### src/rtl/digit_serial_adder_pkg.sv
// Shared definitions for the digit-serial adder.
// FSM state encoding and digit width.
package digit_serial_adder_pkg;

    localparam int DIG_W = 4;

    typedef enum logic [1:0] {
        IDLE = 2'd0,
        RUN  = 2'd1,
        DONE = 2'd2
    } state_t;

endpackage

### src/rtl/CLA_4_bits.sv
// 4-bit carry-lookahead adder.
// All carries are computed from generate/propagate in parallel.
module CLA_4_bits (
    input  logic [3:0] a,
    input  logic [3:0] b,
    input  logic       cin,
    output logic [3:0] sum,
    output logic       cout
);

    logic [3:0] g;
    logic [3:0] p;
    logic [4:0] c;

    assign g = a & b;
    assign p = a ^ b;

    assign c[0] = cin;
    assign c[1] = g[0] | (p[0] & cin);
    assign c[2] = g[1] | (p[1] & g[0])
                | (p[1] & p[0] & cin);
    assign c[3] = g[2] | (p[2] & g[1])
                | (p[2] & p[1] & g[0])
                | (p[2] & p[1] & p[0] & cin);
    assign c[4] = g[3] | (p[3] & g[2])
                | (p[3] & p[2] & g[1])
                | (p[3] & p[2] & p[1] & g[0])
                | (p[3] & p[2] & p[1] & p[0] & cin);

    assign sum  = p ^ c[3:0];
    assign cout = c[4];

endmodule

### src/rtl/digit_serial_adder.sv
// Digit-serial adder/subtractor: one 4-bit CLA step per cycle,
// valid/ready handshake on both operand and result sides.
module digit_serial_adder
    import digit_serial_adder_pkg::*;
#(
    parameter int WIDTH = 16
) (
    input  logic             clk,
    input  logic             rst,
    input  logic             in_valid,
    output logic             in_ready,
    input  logic             sub,
    input  logic [WIDTH-1:0] a,
    input  logic [WIDTH-1:0] b,
    output logic             out_valid,
    input  logic             out_ready,
    output logic [WIDTH-1:0] sum,
    output logic             cout,
    output logic             ovf
);

    localparam int NDIG = WIDTH / DIG_W;
    localparam int IW   = (NDIG > 1) ? $clog2(NDIG) : 1;
    localparam int MSB  = WIDTH - 1;
    localparam logic [IW-1:0] LAST = IW'(NDIG - 1);

    state_t           state;
    logic [WIDTH-1:0] aop;
    logic [WIDTH-1:0] bop;
    logic [WIDTH-1:0] res;
    logic             carry;
    logic             ovf_r;
    logic [IW-1:0]    idx;

    logic [DIG_W-1:0] da;
    logic [DIG_W-1:0] db;
    logic [DIG_W-1:0] ds;
    logic             dc;

    assign da = aop[DIG_W*int'(idx) +: DIG_W];
    assign db = bop[DIG_W*int'(idx) +: DIG_W];

    CLA_4_bits u_cla (
        .a    (da),
        .b    (db),
        .cin  (carry),
        .sum  (ds),
        .cout (dc)
    );

    always_ff @(posedge clk) begin
        if (rst) begin
            state <= IDLE;
            aop   <= '0;
            bop   <= '0;
            res   <= '0;
            carry <= 1'b0;
            ovf_r <= 1'b0;
            idx   <= '0;
        end else begin
            unique case (state)
                IDLE: begin
                    if (in_valid) begin
                        aop   <= a;
                        // subtraction is A + ~B + 1
                        bop   <= sub ? ~b : b;
                        carry <= sub;
                        idx   <= '0;
                        res   <= '0;
                        ovf_r <= 1'b0;
                        state <= RUN;
                    end
                end
                RUN: begin
                    res[DIG_W*int'(idx) +: DIG_W] <= ds;
                    carry <= dc;
                    if (idx == LAST) begin
                        ovf_r <= (aop[MSB] == bop[MSB])
                               && (ds[DIG_W-1] != aop[MSB]);
                        state <= DONE;
                    end else begin
                        idx <= idx + 1'b1;
                    end
                end
                DONE: begin
                    if (out_ready) begin
                        state <= IDLE;
                    end
                end
                default: state <= IDLE;
            endcase
        end
    end

    assign in_ready  = (state == IDLE);
    assign out_valid = (state == DONE);
    assign sum       = res;
    assign cout      = carry;
    assign ovf       = ovf_r;

endmodule

### config.mk
export PLATFORM = sky130hd
export DESIGN_NAME = digit_serial_adder
export DESIGN_NICKNAME = d
export VERILOG_FILES = /design/src/rtl/digit_serial_adder_pkg.sv /design/src/rtl/CLA_4_bits.sv /design/src/rtl/digit_serial_adder.sv
export SDC_FILE = /design/constraint.sdc
export NUM_CORES = 1
export LEC_CHECK = 0
export BUFFER_PORTS_ARGS = -buffer_cell sky130_fd_sc_hd__buf_2
export CORE_MARGIN = 4
export CORE_UTILIZATION = 49
export DETAILED_ROUTE_END_ITERATION = 16
export PLACE_DENSITY = 0.77
export REMOVE_ABC_BUFFERS = 1
export SLEW_MARGIN = 20
export SYNTH_ARGS = -nofsm -noshare
export SYNTH_HDL_FRONTEND = slang
export SYNTH_SLANG_ARGS = --single-unit
### constraint.sdc
create_clock -name clk -period 2.45 [get_ports clk]
set_input_delay 0.49 -clock clk [delete_from_list [all_inputs] [get_ports clk]]
set_output_delay 0.49 -clock clk [all_outputs]
set_load 0.02 [all_outputs]
==> implementation parameters, run 1 <==
Parameter                              Value

Yosys
  Share of flip-flops with an asynchronous set or reset after synthesis    0%
  Leading cell types by total area after synthesis    dfxtp_1 42%, mux4_2 6.9%, nand2_1 6.5%
  Largest area contributor in the synthesized netlist    dfxtp_1
  Synthesized area per cell    9.07 sq um
  Cells after synthesis    286
  Area of the mapped netlist    0.00259 sq mm
  Number of flip-flops and latches in the synthesized netlist    54
  Share of synthesized area occupied by flip-flops and latches    41.7%
  Synth Flop Type    dfxtp_1
  Count of unique library cells instantiated by Yosys    37
  Yosys warnings    0
  Top cell type's share of synthesized area    41.7%
  Count of flip-flops with a built-in enable after synthesis    0

Global routing
  Maximum number of pins on one net before global-route repair    58
  Number of antenna violations at the first check in global routing    0
  First-pass GRT wire length    9.36 mm
  Number of global-route vias before repair    2,035
  Aggregate global-route resource usage    18.1%
  Total overflow reported by the global router    0

Routing
  DRC viols    0
  DRC marker count from the first detailed-route iteration    120
  Via/cell ratio    5.25
  Avg WL per Cell    13.7 um
  Vias    2,135
  Number of optimization iterations in the first detailed-route pass    4
  Number of nets still failing antenna checks after routing    0
  Overall routed net length    5.56 mm

Layout
  Post-route non-filler standard cell count    407
  Post-layout net count    385
  Diodes inserted    0
  Most frequent cells in the layout    56 x buf_2, 54 x dfxtp_1, 45 x nand2_1, 36 x nor2_1, 21 x a21oi_1
  Most common cell after layout, fill and taps aside    buf_2
  Ratio of cells with drive above 1 in the final layout    24.9%
  Synthesis-to-layout area growth    17.9%

Clock tree
  Root buf cell    clkbuf_8
  Clock insertion delay at the later pin of the skew report    0.30 ns
  Number of buffers created by CTS    5
  Clock transition time at the flip-flop clock pins of the worst setup and hold paths    0.09 ns
  Worst-case clock buffer depth    2
  Number of setup buffers added after CTS    0
  Clock tree from TritonCTS    yes
  Num Clock Sinks    54
  Max H-tree Level    2
  Post-CTS Hold Fix Bufs    0

Timing
  Fin crit period    2.36 ns
  Upper clock frequency limit    423 MHz
  Slew @ Worst Pin    0.564 ns
  Final-report setup violation count    0
  Total Neg Setup Slack    0 ns
  Worst clock skew    0.00418 ns
  Number of pins with negative max-slew slack in the final report    0
  Count of final hold-check violations    0
  Max-slew headroom at the worst pin    62.4%
  Ratio of final minimum period to clock period    96.5%
  Worst setup margin    0.0863 ns

Die
  DIE HEIGHT    80.8 um
  Overall die width    80.8 um
  Placeable core region    0.00511 sq mm
  Die Footprint    0.00652 sq mm
  Number of core rows    26
  Starting density of the core    50.8%
  Num ports    57

Worst setup path
  Largest fanout on the critical path    16
  Crit path arrival time    2.57 ns
  Worst EP required    2.66 ns
  Category of the critical setup timing path    flop to flop
  CP Capture Type    flop
  Flop2flop setup slack    0.09 ns
  Type of element launching the critical path    flop

Place
  HPWL after detailed placement    4.02 mm
  Placed Cells    400
  Number of I/O port buffers    56
  Worst slack after detailed placement    -0.0264 ns
  Final Wtd Congestion    0.799

Flow run
  Count of maximum capacitance violations    0

Outcome
  Result of the run    finished clean

Power and ir drop
  Leakage    1.25 nW
  Cell area power density    585 mW/mm^2
  Worst vdd rail ir drop    0.395 mV

Worst hold path
  Class of the tightest hold or removal check    input pin to flop
==> critical path: stages, from the launching register on <==
cell and delay, ns:
dfxtp_1 0.36, buf_12 0.17, mux4_2 0.56, ha_1 0.36, a21o_1 0.21, a21oi_2 0.22
xor2_2 0.13, o31ai_1 0.25
==> power by group <==
group	leakage [nW]	internal (mW)	switching, mW
clock	0.0383	0.197	0.261
sequential	0.442	0.926	0.0341
combinational	0.768	0.162	0.209
==> cells by family (layout without fill, tap and decap cells) <==
logic type	Yosys count	in the layout	synth area share [%]
and+or+nand+nor	102	102	18.2
AOI/OAI and AO/OA	68	68	17.6
DFF	54	54	41.7
buffers and inverters	25	76	4.00
xor gates and xnor gates	18	18	6.08
adders and majority gates	11	11	5.59
muxes	8	8	6.94
==> registers in the layout, indices dropped and copies added (netlist names) <==
register	flops
bop	16
sum	16
state	2
ovf	1
cout	1
aop	16
idx	2
==> area by class of cell <==
class	instances	area (sq um)
fill	470	2050
sequential	54	1080
timing repair buffer	62	350
multi-input combinational	207	1440
tap	70	87.6
inverter	7	26.3
clock buffer	7	76.3
==> cell usage after synthesis, drive strengths merged (5+ instances only) <==
cell type  instances
a211oi            18
a21o               5
a21oi             22
a22oi              9
buf                8
clkbuf            10
dfxtp             54
ha                10
inv                7
mux4               8
nand2             45
nand3              5
nor2              36
xnor2             16
==> worst paths after layout <==
check | startpoint | to | depth (start not counted)
min | a[13] | aop[13] | 3
min reg2reg | aop[7] | aop[7] | 2
max reg2reg | idx[0] | sum[2] | 7
max | idx[0] | sum[2] | 7
==> timing repair <==
item,in CTS,in global routing
gates resized for setup,2,5
pin swaps,0,3
endpoints found under the setup margin,1,7
gates cloned,0,0
==> per-stage QoR <==
stage / util (%) / hold slack [ns] / cell area (sq um) / power [mW]
after floorplan: - / 0.427 / 2520 / 1.20
after global placement: 58.0 / 0.443 / 2960 / 1.33
after detailed placement: 58.0 / 0.447 / 2960 / 1.34
after CTS: 59.6 / 0.417 / 3050 / 1.79
after global routing: 59.9 / 0.412 / 3060 / 1.88
final: 59.9 / 0.419 / 3060 / 1.79
==> metal layers <==
layer / global-route usage [%] / wire length [um] / up-vias
met3: 4.55 / 360 / 10
li1: - / - / 1102
met2: 30.6 / 2640 / 53
met4: 5.74 / 102 / 0
met1: 22.7 / 2460 / 970
met5: 0 / 0 / -
No activity file was read; power rests on OpenSTA's default activity.
==> inputs of run 2 (changes only) <==
--- a/config.mk
+++ b/config.mk
@@ -9,7 +9,7 @@
 export CORE_MARGIN = 4
 export CORE_UTILIZATION = 49
 export DETAILED_ROUTE_END_ITERATION = 16
-export PLACE_DENSITY = 0.77
+export PLACE_DENSITY = 0.86
 export REMOVE_ABC_BUFFERS = 1
 export SLEW_MARGIN = 20
 export SYNTH_ARGS = -nofsm -noshare
==> run 2 against run 1 <==
Non-clock buffer count rose by 1. Via count rose by 4.1%. Setup slack better by 0.0072 ns. Final cell count increased by 0.49%. Combinational power is 4% lower. Clock skew hardly changed. Hold slack worse by 0.015 ns. Wire length is 8.3% higher.
==> implementation parameters, run 2 (same netlist as run 1, synthesis figures left out) <==
Parameter                              Value

Layout
  Diodes inserted    0
  Post-layout net count    386
  Post-route core utilization    60.5%
  Most common cell after layout, fill and taps aside    buf_2
  Ratio of cells with drive above 1 in the final layout    25.7%
  Most frequent cells in the layout    56 x buf_2, 54 x dfxtp_1, 45 x nand2_1, 36 x nor2_1, 21 x a21oi_1
  Final cell area excluding filler cells    0.00309 sq mm
  Synthesis-to-layout area growth    19.1%

Global routing
  Aggregate global-route resource usage    19.2%
  Number of antenna violations at the first check in global routing    0
  Number of global-route vias before repair    2,100
  First-pass GRT wire length    9.73 mm
  Total overflow reported by the global router    0
  Maximum number of pins on one net before global-route repair    50

Flow run
  Count of maximum capacitance violations    0

Routing
  Via/cell ratio    5.44
  Avg WL per Cell    14.7 um
  Overall routed net length    6.02 mm
  Number of optimization iterations in the first detailed-route pass    4
  Number of nets still failing antenna checks after routing    0
  DRC marker count from the first detailed-route iteration    166
  Vias    2,223
  DRC viols    0

Timing
  Final-report setup violation count    0
  Worst clock skew    0.00463 ns
  Max-slew headroom at the worst pin    62.2%
  Number of pins with negative max-slew slack in the final report    0
  Fin crit period    2.36 ns
  Upper clock frequency limit    424 MHz
  Count of final hold-check violations    0
  Ratio of final minimum period to clock period    96.2%
  Slew @ Worst Pin    0.566 ns

Outcome
  Result of the run    finished clean

Worst setup path
  Worst R2R Path Depth    7
  Origin of the worst setup path    idx[0]
  Worst EP required    2.67 ns
  Worst reg2reg path startpoint    idx[0]
  CP Capture Type    flop
  Endpoint of the worst setup timing path    ovf
  Crit path arrival time    2.58 ns
  Type of element launching the critical path    flop
  Largest fanout on the critical path    6
  Category of the critical setup timing path    flop to flop
  Flop2flop setup slack    0.09 ns
  Crit Reg-Reg Endpoint    ovf

Die
  Num ports    57
  Die Footprint    0.00652 sq mm
  Number of core rows    26
  Placeable core region    0.00511 sq mm
  Overall die width    80.8 um
  Starting density of the core    50.8%
  DIE HEIGHT    80.8 um

Clock tree
  Cells resized by post-CTS repair    0
  Max H-tree Level    2
  Clock insertion delay at the later pin of the skew report    0.31 ns
  Clock transition time at the flip-flop clock pins of the worst setup and hold paths    0.10 ns
  Number of setup buffers added after CTS    0
  Num Clock Sinks    54
  Root buf cell    clkbuf_8
  Clock tree from TritonCTS    yes
  Worst-case clock buffer depth    2
  Post-CTS Hold Fix Bufs    0
  Number of buffers created by CTS    5

Worst hold path
  Class of the tightest hold or removal check    input pin to flop

Place
  Number of I/O port buffers    56
  Final Wtd Congestion    0.892
  HPWL after detailed placement    4.45 mm
  Post-Place Cell Area    0.00296 sq mm

Power and ir drop
  Leakage    1.27 nW
  Cell area power density    623 mW/mm^2
  Worst vdd rail ir drop    0.354 mV
[run 2: changes by cell type in the layout (fill, tap and decap cells not counted), sizes merged]
| cell | change |
|---|---|
| buf | +1 |
| bufinv | +1 |
| clkbuf | -2 |
| clkinv | +1 |
| inv | +1 |
[run 2: layout make-up]
cell class,count,area (sq um)
clock buffer,5,68.8
tap,70,87.6
fill,458,2020
inverter,7,26.3
multi-input combinational,207,1440
timing repair buffer,63,345
sequential,54,1080
clock inverter,3,43.8
[run 2: through the flow]
step / worst slack [ns] / instances / power [mW] / hold WS, ns / setup TNS, ns
5_1_grt: -0.0333 / 409 / 2.01 / 0.395 / -0.0410
4_1_cts: 0.0895 / 409 / 1.92 / 0.402 / 0
6_report: 0.0936 / 409 / 1.93 / 0.404 / 0
2_1_floorplan: -1.37 / 268 / 1.20 / 0.427 / -38.81
3_3_place_gp: 0.200 / 401 / 1.32 / 0.442 / 0
3_5_place_dp: 0.114 / 401 / 1.33 / 0.452 / 0
[run 2: worst min path at each step]
| stage | from | to | slack, ns | cells past startpoint |
|---|---|---|---|---|
| global route | a[10] | aop[10] | 0.40 | 3 |
| finish | a[0] | aop[0] | 0.40 | 3 |
| detailed placement | aop[3] | aop[3] | 0.45 | 2 |
| CTS | a[14] | aop[14] | 0.40 | 3 |
| floorplan | aop[10] | aop[10] | 0.43 | 2 |
| global placement | aop[11] | aop[11] | 0.44 | 2 |
[run 2: worst max-delay path, stage by stage, from the launching register on]
cell and delay, ns:
dfxtp_1 0.37, buf_4 0.18, mux4_2 0.50, ha_1 0.38, o21ai_0 0.31, o21ai_2 0.15, a211o_1 0.31, o311ai_1 0.07
[run 2: per-layer routing]
layer  wire, um  track usage [%]  vias to the layer above
met1       2630             24.0                     1035
met2       2900             32.5                       77
met3        367             3.66                       10
met5          0                0                        -
met4        121             8.28                        0
li1           -                -                     1101
[run 2: power breakdown]
group / leakage [nW] / internal, mW / switching [mW] / total [mW]
clock network: 0.0585 / 0.307 / 0.298 / 0.605
registers: 0.442 / 0.927 / 0.0384 / 0.965
logic: 0.769 / 0.155 / 0.201 / 0.356
